**config.mk**
```make
export PLATFORM = sky130hd
export DESIGN_NAME = eth_frame_detector_log_mux
export DESIGN_NICKNAME = d
export VERILOG_FILES = /design/src/rtl/eth_frame_detector_log_mux_pkg.sv /design/src/rtl/eth_log_skid_buffer.sv /design/src/rtl/eth_frame_detector_log_mux.sv
export SDC_FILE = /design/constraint.sdc
export NUM_CORES = 1
export LEC_CHECK = 0
export BUFFER_PORTS_ARGS = -buffer_cell sky130_fd_sc_hd__buf_2
export CAP_MARGIN = 0
export CORE_UTILIZATION = 35
export DETAILED_ROUTE_END_ITERATION = 8
export PLACE_DENSITY = 0.58
export SYNTH_ARGS = -nofsm -noshare
export SYNTH_HDL_FRONTEND = slang
export SYNTH_SLANG_ARGS = --single-unit
```
**constraint.sdc**
```tcl
create_clock -name clk -period 2.7 [get_ports clk]
set_clock_uncertainty 0.05 [all_clocks]
set_input_delay 0.54 -clock clk [delete_from_list [all_inputs] [get_ports clk]]
set_output_delay 0.54 -clock clk [all_outputs]
set_load 0.02 [all_outputs]
```
**src/rtl/eth_frame_detector_log_mux_pkg.sv**
```systemverilog
// Shared types for the frame-detector log stream merger.
package eth_frame_detector_log_mux_pkg;
    typedef enum logic [1:0] {ST_IDLE, ST_XFER_A, ST_XFER_B} log_mux_state_t;
    localparam logic SRC_A = 1'b0;
    localparam logic SRC_B = 1'b1;
endpackage

```
**src/rtl/eth_log_skid_buffer.sv**
```systemverilog
// Two-entry register slice: output register plus one skid entry, ready is registered.
module eth_log_skid_buffer #(
    parameter int WIDTH = 66
) (
    input  logic             clk_i,
    input  logic             rst_ni,
    input  logic [WIDTH-1:0] s_data_i,
    input  logic             s_valid_i,
    output logic             s_ready_o,
    output logic [WIDTH-1:0] m_data_o,
    output logic             m_valid_o,
    input  logic             m_ready_i
);
    logic [WIDTH-1:0] out_q, out_d, skid_q, skid_d;
    logic             out_vld_q, out_vld_d, skid_vld_q, skid_vld_d, rdy_q;
    logic             push;

    assign push = s_valid_i & rdy_q;

    always_comb begin
        out_d      = out_q;
        out_vld_d  = out_vld_q;
        skid_d     = skid_q;
        skid_vld_d = skid_vld_q;
        if (!out_vld_q || m_ready_i) begin
            // Skid entry is always older than anything arriving now
            if (skid_vld_q) begin
                out_d      = skid_q;
                out_vld_d  = 1'b1;
                skid_vld_d = 1'b0;
            end else begin
                out_vld_d = push;
                if (push) out_d = s_data_i;
            end
        end else if (push) begin
            skid_d     = s_data_i;
            skid_vld_d = 1'b1;
        end
    end

    always_ff @(posedge clk_i) begin
        if (!rst_ni) begin
            out_q      <= '0;
            out_vld_q  <= 1'b0;
            skid_q     <= '0;
            skid_vld_q <= 1'b0;
            rdy_q      <= 1'b0;
        end else begin
            out_q      <= out_d;
            out_vld_q  <= out_vld_d;
            skid_q     <= skid_d;
            skid_vld_q <= skid_vld_d;
            rdy_q      <= ~skid_vld_d;
        end
    end

    assign s_ready_o = rdy_q;
    assign m_data_o  = out_q;
    assign m_valid_o = out_vld_q;
endmodule

```
**src/rtl/eth_frame_detector_log_mux.sv**
```systemverilog
// Packet-granular round-robin merge of log streams A and B into one registered AXI4-Stream.
module eth_frame_detector_log_mux
    import eth_frame_detector_log_mux_pkg::*;
#(
    parameter int C_AXIS_LOG_WIDTH = 64,
    parameter int C_COUNTER_WIDTH  = 32
) (
    input  logic                        clk,
    input  logic                        rst_n,
    input  logic                        srst,
    input  logic [C_AXIS_LOG_WIDTH-1:0] s_axis_log_a_tdata,
    input  logic                        s_axis_log_a_tlast,
    input  logic                        s_axis_log_a_tvalid,
    output logic                        s_axis_log_a_tready,
    input  logic [C_AXIS_LOG_WIDTH-1:0] s_axis_log_b_tdata,
    input  logic                        s_axis_log_b_tlast,
    input  logic                        s_axis_log_b_tvalid,
    output logic                        s_axis_log_b_tready,
    output logic [C_AXIS_LOG_WIDTH-1:0] m_axis_log_tdata,
    output logic                        m_axis_log_tdest,
    output logic                        m_axis_log_tlast,
    output logic                        m_axis_log_tvalid,
    input  logic                        m_axis_log_tready,
    output logic [C_COUNTER_WIDTH-1:0]  record_count_a,
    output logic [C_COUNTER_WIDTH-1:0]  record_count_b
);
    localparam int PW = C_AXIS_LOG_WIDTH + 2;

    log_mux_state_t             state_q, state_d;
    logic                       prio_q, prio_d;
    logic [C_COUNTER_WIDTH-1:0] cnt_a_q, cnt_a_d, cnt_b_q, cnt_b_d;
    logic                       rst_eff_n, sb_ready, sb_valid, a_done, b_done;
    logic [PW-1:0]              sb_in, sb_out;

    assign rst_eff_n = rst_n & ~srst;

    always_ff @(posedge clk) begin
        if (!rst_eff_n) begin
            state_q <= ST_IDLE;
            prio_q  <= SRC_A;
            cnt_a_q <= '0;
            cnt_b_q <= '0;
        end else begin
            state_q <= state_d;
            prio_q  <= prio_d;
            cnt_a_q <= cnt_a_d;
            cnt_b_q <= cnt_b_d;
        end
    end

    assign a_done = s_axis_log_a_tvalid & s_axis_log_a_tready & s_axis_log_a_tlast;
    assign b_done = s_axis_log_b_tvalid & s_axis_log_b_tready & s_axis_log_b_tlast;

    always_comb begin
        state_d = state_q;
        prio_d  = prio_q;
        cnt_a_d = cnt_a_q;
        cnt_b_d = cnt_b_q;
        unique case (state_q)
            ST_IDLE: begin
                if (s_axis_log_a_tvalid && (!s_axis_log_b_tvalid || prio_q == SRC_A))
                    state_d = ST_XFER_A;
                else if (s_axis_log_b_tvalid)
                    state_d = ST_XFER_B;
            end
            ST_XFER_A: if (a_done) begin
                state_d = ST_IDLE;
                prio_d  = SRC_B;
                cnt_a_d = cnt_a_q + 1'b1;
            end
            ST_XFER_B: if (b_done) begin
                state_d = ST_IDLE;
                prio_d  = SRC_A;
                cnt_b_d = cnt_b_q + 1'b1;
            end
            default: state_d = ST_IDLE;
        endcase
    end

    // Only the granted source sees the buffer's ready; the other is held off until tlast
    always_comb begin
        s_axis_log_a_tready = (state_q == ST_XFER_A) & sb_ready;
        s_axis_log_b_tready = (state_q == ST_XFER_B) & sb_ready;
        sb_valid = ((state_q == ST_XFER_A) & s_axis_log_a_tvalid) |
                   ((state_q == ST_XFER_B) & s_axis_log_b_tvalid);
        sb_in = (state_q == ST_XFER_B) ?
                {SRC_B, s_axis_log_b_tlast, s_axis_log_b_tdata} :
                {SRC_A, s_axis_log_a_tlast, s_axis_log_a_tdata};
    end

    eth_log_skid_buffer #(.WIDTH(PW)) u_skid (
        .clk_i     (clk),
        .rst_ni    (rst_eff_n),
        .s_data_i  (sb_in),
        .s_valid_i (sb_valid),
        .s_ready_o (sb_ready),
        .m_data_o  (sb_out),
        .m_valid_o (m_axis_log_tvalid),
        .m_ready_i (m_axis_log_tready)
    );

    assign {m_axis_log_tdest, m_axis_log_tlast, m_axis_log_tdata} = sb_out;
    assign record_count_a = cnt_a_q;
    assign record_count_b = cnt_b_q;
endmodule

```
# ---- Yosys cells after proc, flatten, opt, wreduce, memory -nomap -nowiden
# Index checks and enable logic that the tools add are counted.
dict set report word_totals {
  ff_bits 202
  output_inout_bits 133
}
dict set report op_classes {
  n_addsub 2
  eq_ne 5
  muxes 14
  bitwise_logic 15
  n_reduce_logical 14
}
# operator n
set ops {}
lappend ops {{$mux W66} 3}
lappend ops {{$add A32 B1 Y32 const B} 2}
lappend ops {{$and A1 B1 Y1} 10}
lappend ops {{$mux W2} 4}
lappend ops {{$reduce_and A2 Y1} 4}
lappend ops {{$pmux W2 S3} 1}
lappend ops {{$reduce_and A3 Y1} 2}
lappend ops {{$mux W1} 5}
lappend ops {{$ne A2 B2 Y1 const B} 2}
lappend ops {{$not A1 Y1} 4}
lappend ops {{$reduce_bool A2 Y1} 2}
lappend ops {{$ne A3 B3 Y1 const B} 1}
lappend ops {{$eq A2 B1 Y1 const B} 1}
lappend ops {{$eq A2 B2 Y1 const B} 1}
lappend ops {{$logic_not A1 Y1} 2}
lappend ops {{$logic_not A2 Y1} 1}
lappend ops {{$logic_or A1 B1 Y1} 2}
lappend ops {{$pmux W1 S2} 1}
lappend ops {{$logic_and A1 B1 Y1} 1}
lappend ops {{$or A1 B1 Y1} 1}

# ---- Depth between registers and ports, before layout
# Gate-level depths: netlist (run 1).
dict set report logic_depth {
  ltp_word 7
  mapped_depth 8
  depth_no_buf 5
}

# ---- Hierarchy
# From an unflattened synthesis (run 1), not the netlist that was laid out.
dict set report hier_totals {
  cells_unflattened 1199
  hier_area_um2 9776.9
}
# mod instances cells_each area_per_inst_um2 seq_area_each_um2
set modules_own_cells {}
lappend modules_own_cells {eth_log_skid_buffer 1 599 5710.5 2702.6}
lappend modules_own_cells {eth_frame_detector_log_mux 1 600 4066.4 1341.3}

# ---- Worst setup path before layout (run 1)
# OpenSTA, ideal clock, no wires.
dict set report synth_path {
  path_kind {register to register}
  from {register cnt_a_q[0] (netlist: record_count_a[0])}
  to {register cnt_a_q[30] (netlist: record_count_a[30])}
  setup_time_ns 0.072
  arrival_time_ns 2.035
  required_ns 2.578
  path_slack_ns 0.544
  stages_incl_launch_ff 7
  n_path_buf 1
  synth_period_minus_slack_ns 2.156
  cell_sequence {dfxtp_1 -> ha_1 -> and4b_1 -> or4b_1 -> buf_2 -> nor4_1 -> mux2i_1}
}
dict set report synth_between {
  elab_chain_len 1
}
# item line
set synth_lines {}
lappend synth_lines {{start: declaration} eth_frame_detector_log_mux.sv:31} ;# logic [C_COUNTER_WIDTH-1:0] cnt_a_q, cnt_a_d, cnt_b_q, cnt_b_d;
lappend synth_lines {{start signal: assignment} eth_frame_detector_log_mux.sv:46} ;# cnt_a_q <= cnt_a_d;
lappend synth_lines {{$add A32 B1 Y32} eth_frame_detector_log_mux.sv:69} ;# cnt_a_d = cnt_a_q + 1'b1;
# No other way between the ends.
# A chain may end at the register's enable or synchronous reset.

# ---- Worst setup path after layout (run 1)
dict set report layout_path {
  from {register state_q[1]}
  to {register cnt_b_q[29] (netlist: record_count_b[29])}
}
dict set report layout_between {
  elab_chain_len 5
}
# item line
set layout_lines {}
lappend layout_lines {{start: declaration} eth_frame_detector_log_mux.sv:29} ;# log_mux_state_t state_q, state_d;
lappend layout_lines {{start signal: assignment} eth_frame_detector_log_mux.sv:44} ;# state_q <= state_d;
lappend layout_lines {{$eq A2 B2 Y1 *} {eth_frame_detector_log_mux.sv:59, eth_frame_detector_log_mux.sv:83}}
lappend layout_lines {{$and A1 B1 Y1} eth_frame_detector_log_mux.sv:83} ;# s_axis_log_b_tready = (state_q == ST_XFER_B) & sb_ready;
lappend layout_lines {{$and A1 B1 Y1 (2 in a row)} eth_frame_detector_log_mux.sv:52} ;# assign b_done = s_axis_log_b_tvalid & s_axis_log_b_tready & s_axis_log_b_tlast;
lappend layout_lines {{$reduce_and A2 Y1 (no source line) *} n/a}
lappend layout_lines {{end signal: assignment} eth_frame_detector_log_mux.sv:47} ;# cnt_b_q <= cnt_b_d;
lappend layout_lines {{end: declaration} eth_frame_detector_log_mux.sv:31}
# Every way passes the cells marked *; elsewhere a longest branch is shown, timed or not.

==> results.md, run 1 <==
- Status: complete, no violations
- Max-Cap Viols: 0
- Top post-synthesis cells by count: 202 x dfxtp_1, 148 x nor2_1, 132 x a211oi_1, 77 x mux2i_1, 65 x and2_1
- Gr ovfl total: 0
- CTS tree: built
- CTS buffer count: 24
- Routed WL: 25240 um
- Ys Warns: 0
- Fillers: around 2.6k
- Peak supply drop: a little over 0.3 mV
- Mapped cell area: roughly 9700 um2
- Syn nets: between 1k and 1.5k
- CTS root buf: clkbuf_16
- Final hold slack: approximately 320 ps
- Leading area contributor after synthesis: dfxtp_1
- Clk_lat worst skew: ~520 ps
- CTS clk-pin slew, worst paths: about 60 ps
- Final worst setup slack: roughly 270 ps
- Crit end category: flop
- Area share of the largest cell type after synthesis: 41.84%
- Remaining DRCs: 0
- Row count: 60
- Async SR Flop Fraction: 0%
- Synth area leaders: dfxtp_1 42%, a211oi_1 10%, mux2i_1 8.0%, mux2_1 7.5%, nor2_1 5.7%
- Setup TNS: 0 ps
- Worst slack at placement: between 200 and 300 ps
- Post-synth EDFFs: 0
- Starting DRT DRC Count: just over 500
- Worst slew margin: 53.15%
- Power Dens Cells: between 500 and 600 nW/um2
- H-Tree Depth: 1
- Clk sinks: about 200
- Initial antenna violation count: 0
- Mean area per synthesized cell: 9.016 um2
- Global-route wire length before repair: ~41000 um
- IO Count: about 270
- Crit share post-route: about nine tenths
- Dominant synthesized flop cell: dfxtp_1
- Hold crit path type: in -> reg
- Routability cong.: 0.8104
- Post-synthesis sequential area ratio: a little over two fifths
- Total GRT Usage: between 15 and 20%
- Via count: between 8k and 9k
- Hold_buf cts: 0
- Hold Vio Cnt, Final: 0
- Buf/Inv on CP: 0
- Vias per cell: roughly 5.1
- Die area: about 28000 um2
- Post-route ant nets: 0
- Die Wd: approximately 170 um
- Post-synthesis mux area share: between 10% and 20%
- Ant. Diodes: 0
- Critical path class: reg -> reg
- P_leak: about 0.0051 uW
- Setup violators final: 0
- Unique masters post-synth: 47
- WP data required: 3090 ps
- Tightest Pin Transition: roughly 700 ps
- Synth Area in XOR/XNOR: about 1.4%
- CP Cell Sequence: nand4b_1, or3_1, or4_1, a21oi_1
- Max-slew violations: 0
- Final min period: roughly 2400 ps
- Largest net degree at the start of global routing: 89
- I/O Buffers: 268
- HPWL after DPL: around 17000 um
- TritonRoute pass-1 iters: 6
- Synth-to-layout area growth: 27.35%
- Adder-cell area share of the yosys netlist: 0.2589%
- Compound-gate portion of the synthesized area: between 10% and 20%
- CP max stage delay: roughly 670 ps
- Largest delay contributor family on the critical path: simple AND/OR/NAND/NOR gates
- Most frequent cell after synthesis: dfxtp_1
- Main combinational cell family by area after synthesis: simple AND/OR/NAND/NOR gates
- Vias in the first global route: between 7k and 8k
- Max Freq: 412.3 MHz
- RSZ-0062 raised after global routing: no
- Slowest CP cell: or3_1
- Synth Area in Simple Gates: between 20% and 30%
- Worst Path Arrival: 2810 ps
- Worst setup SP type: flop
- Post-Synthesis Cells: around 1.1k
- Crit Path Max Fanout: 18
- Layout Nets: 1437
- Average wire per standard cell: 15.22 um
- Die extent in y: between 150 and 200 um
- Final instance area: 12310 um2
- Initial Util: about 36%
- Layout cells sized above 1: 26.20%
- Clock buffer depth: 3
- Post-DP Area: between 10000 and 15000 um2
- Multi-input logic area: between 5000 and 6000 um2
- Flop and latch count out of synthesis: 202
- Final core occ: between 40% and 50%
- Core region area: around 27000 um2
- Reg area: slightly above 4000 um2
- Post-CTS Setup Inserts: 0
- PostCTS Resize Cnt: 0
==> worst register-to-register path, cell delays in order, from the launching register on <==
cell	delay, ps
dfxtp_1	610
nand4b_1	290
or3_1	670
or4_1	590
a21oi_1	150
==> metrics by stage <==
stage               instances  total power, uW
floorplan                1072             3244
global placement         1614             3423
detailed placement       1614             3427
CTS                      1658             7138
global route             1658             7307
finish                   1658             7033
==> layer usage <==
| metal | track usage [%] | wire, um | vias to the layer above | share of wire, % |
|---|---|---|---|---|
| met4 | 3.992 | 414 | 0 | 1.6 |
| met2 | 28.61 | 11200 | 223 | 44 |
| li1 | - | - | 4345 | - |
| met5 | 0 | 0 | - | 0 |
| met3 | 3.714 | 1435 | 32 | 5.7 |
| met1 | 24.09 | 12200 | 3914 | 48 |
==> area by class of cell <==
class                      count  share of cell area (%)
multi-input combinational    766                   42.53
sequential                   202                   32.85
timing repair buffer         291                   13.32
clock buffer                  31                   5.591
tap                          341                   3.466
clock inverter                13                   1.799
inverter                      14                  0.4472
==> cells by family (layout without fill, tap and decap cells) <==
family,count (synthesis),count (layout)
buffers and inverters,104,349
xor gates and xnor gates,15,15
and+or+nand+nor,389,389
DFF,202,202
muxes,142,142
adders and majority gates,2,2
AOI/OAI and AO/OA,218,218
==> report_power, final <==
group	internal (uW)	switching, uW
Sequential	2990	7.73
Combinational	161	198
Clock	2370	1310
Total	5520	1520
==> flip-flops by register name, indices dropped and copies added (netlist names) <==
register and cells:
u_skid.skid_vld_q 1, u_skid.m_data_o 66, u_skid.skid_q 66, u_skid.m_valid_o 1
prio_q 1, record_count_b 32, u_skid.s_ready_o 1, state_q 2
record_count_a 32
==> path summary, 6_finish.rpt <==
kind	start	end	slack [ps]	cells after the start
hold / removal	s_axis_log_a_tlast	record_count_a[1]	320	3
setup / recovery	state_q[1]	record_count_b[29]	270	4
setup reg to reg	state_q[1]	record_count_b[29]	270	4
hold reg to reg	prio_q	prio_q	420	2
==> cells in the final DEF (no fill, tap or decap), drive strengths merged, types with 8 or more instances in the layout <==
master and n:
a211oi 132, a21oi 42, and2 65, buf 291, clkbuf 31, dfxtp 202
inv 13, mux2 65, mux2i 77, nand2 37, nand2b 11, nand3 22
nand4 14, nor2 148, nor3 8, nor4 11, o21ai 18, o31ai 20
or3 21, or4 24, xnor2 9
Power figures use the tool's default switching activity.
==> run 2: changes to the inputs <==
--- a/config.mk
+++ b/config.mk
@@ -8,6 +8,7 @@
 export BUFFER_PORTS_ARGS = -buffer_cell sky130_fd_sc_hd__buf_2
 export CAP_MARGIN = 0
 export CORE_UTILIZATION = 35
+export CTS_BUF_LIST = sky130_fd_sc_hd__clkbuf_16
 export DETAILED_ROUTE_END_ITERATION = 8
 export PLACE_DENSITY = 0.58
 export SYNTH_ARGS = -nofsm -noshare
==> run 2 against run 1 <==
Effect of this change:
- setup slack improved by 25 ps
- utilization decreased by 0.15 points
- maximum frequency increased by 1.1%
- sequential share of layout area increased by 0.11 points
- clock power decreased by 3%
- combinational power about the same
- global-route usage increased by 0.056 points
- total power decreased by 1.7%
- critical endpoint unchanged
==> results.md, run 2 (synthesis gave the netlist of run 1 again) <==
- Status: complete, no violations
- Crit end category: flop
- Crit share post-route: between 80 and 90%
- CTS clk-pin slew, worst paths: 60 ps
- CTS tree: built
- Most frequent cells in the layout: 268 x buf_2, 202 x dfxtp_1, 148 x nor2_1
- Starting DRT DRC Count: between 500 and 600
- Routability cong.: slightly above 0.8
- Hold crit path type: in -> reg
- Peak supply drop: 0.3086 mV
- Clk pwr share: between 50 and 60%
- Worst Path Arrival: between 2000 and 3000 ps
- Largest delay contributor family on the critical path: simple AND/OR/NAND/NOR gates
- Final core occ: 45.40%
- Routed WL: 25300 um
- Layout Nets: between 1k and 1.5k
- Vias per cell: roughly 5.2
- Clk_lat worst skew: just over 500 ps
- Remaining DRCs: 0
- Hold Vio Cnt, Final: 0
- H-Tree Depth: 1
- RSZ-0062 raised after global routing: no
- WP data required: about 3000 ps
- Setup TNS: 0 ps
- Worst hold start: s_axis_log_a_tlast
- Worst R2R Setup Slack: 300 ps
- Fillers: between 2k and 3k
- Ant. Diodes: 0
- Final worst setup slack: between 200 and 300 ps
- Critical path origin: state_q[1]
- CTS buffer count: 24
- Power Dens Cells: about 560 nW/um2
- Commonest non-fill, non-tap cell in the layout: buf_2
- Layout cells sized above 1: 25.89%
- Worst r2r src: state_q[1]
- Hold_buf cts: 0
- Worst slack at placement: 299.6 ps
- Worst setup SP type: flop
- P_leak: between 0.005 and 0.006 uW
- Comb pwr share: about 5.2%
- Core region area: 27030 um2
- Global-route wire length before repair: between 40000 and 50000 um
- Slowest CP cell: or3_1
- Switching power: roughly 1500 uW
- Row count: 60
- Sw Ratio: 21.95%
- Post-CTS Setup Inserts: 0
- Largest net degree at the start of global routing: 89
- Final hold slack: 315.7 ps
- Tightest Pin Transition: a little over 700 ps
- CP max stage delay: between 600 and 700 ps
- TritonRoute pass-1 iters: 5
- Max-slew violations: 0
- Die extent in y: 168.2 um
- Setup violators final: 0
- Total GRT Usage: around 18%
- Max-Cap Viols: 0
- Initial Util: a little over a third
- Worst slew margin: between 50% and 60%
- CP Cell Sequence: nand4b_1, or3_1, or4_1, a21oi_1
- PostCTS Resize Cnt: 0
- Buf/Inv on CP: 0
- Initial antenna violation count: 0
- Max Freq: 416.6 MHz
- Crit Path Max Fanout: 18
- Average wire per standard cell: ~15 um
- Synth-to-layout area growth: 26.94%
- Post-route ant nets: 0
- Clock buffer depth: 3
- Critical path class: reg -> reg
- Die Wd: about 170 um
- IO Count: 269
- Final min period: between 2000 and 2500 ps
- Die area: ~28000 um2
- Total power draw: approximately 6900 uW
- Sequential Power Share: a little over two fifths
- Vias in the first global route: just under 8k
- CTS root buf: clkbuf_16
- I/O Buffers: about 270
- HPWL after DPL: between 15000 and 20000 um
- Gr ovfl total: 0
- Clk sinks: just over 200
- Via count: about 8.5k
- Int Power: approximately 5400 uW
[run 2: changes by cell type in the layout (fill, tap and decap cells not counted), sizes merged]
cell,previous run,this run
clkbuf,31,25
clkinv,7,11
inv,13,15
[run 2: per-layer routing]
metal / GRT usage [%] / share of wire [%] / vias up / routed length, um
met5: 0 / 0 / - / 0
met4: 3.874 / 1.6 / 0 / 393
met3: 3.714 / 5.6 / 30 / 1418
met2: 28.84 / 45 / 223 / 11280
met1: 24.10 / 48 / 3943 / 12200
li1: - / - / 4344 / -
[run 2: metrics by stage]
stage / cells / instance area, um2
4_1_cts: 1658 / 12270
3_3_place_gp: 1614 / 11400
5_1_grt: 1658 / 12270
6_report: 1658 / 12270
2_1_floorplan: 1072 / 9666
3_5_place_dp: 1614 / 11400
[run 2: worst paths after layout]
check,end,depth (start not counted)
hold / removal,record_count_a[1],3
hold reg to reg,prio_q,2
setup reg to reg,record_count_b[29],4
setup / recovery,record_count_b[29],4
[run 2: tightest hold or removal path, stage by stage]
cell and delay [ps]:
buf_2 140, nand3_1 90, a21oi_1 50
[run 2: power groups by stage]
stage	combinational, uW	clock [uW]	sequential, uW
6_report	360	3560	2990
5_1_grt	399	3790	2990
4_1_cts	367	3660	2990
3_5_place_dp	367	0	3060
3_3_place_gp	363	0	3060
2_1_floorplan	182	0	3060
[run 2: area by class of cell]
cell class	count	area (um2)	share of cell area [%]
inverters	14	55.05	0.4487
clock buffers	25	625.6	5.099
repair buffers	291	1639	13.36
multi-input cells	766	5235	42.67
clock inverters	19	244.0	1.989
flip-flops and latches	202	4044	32.96
well taps	341	426.7	3.477
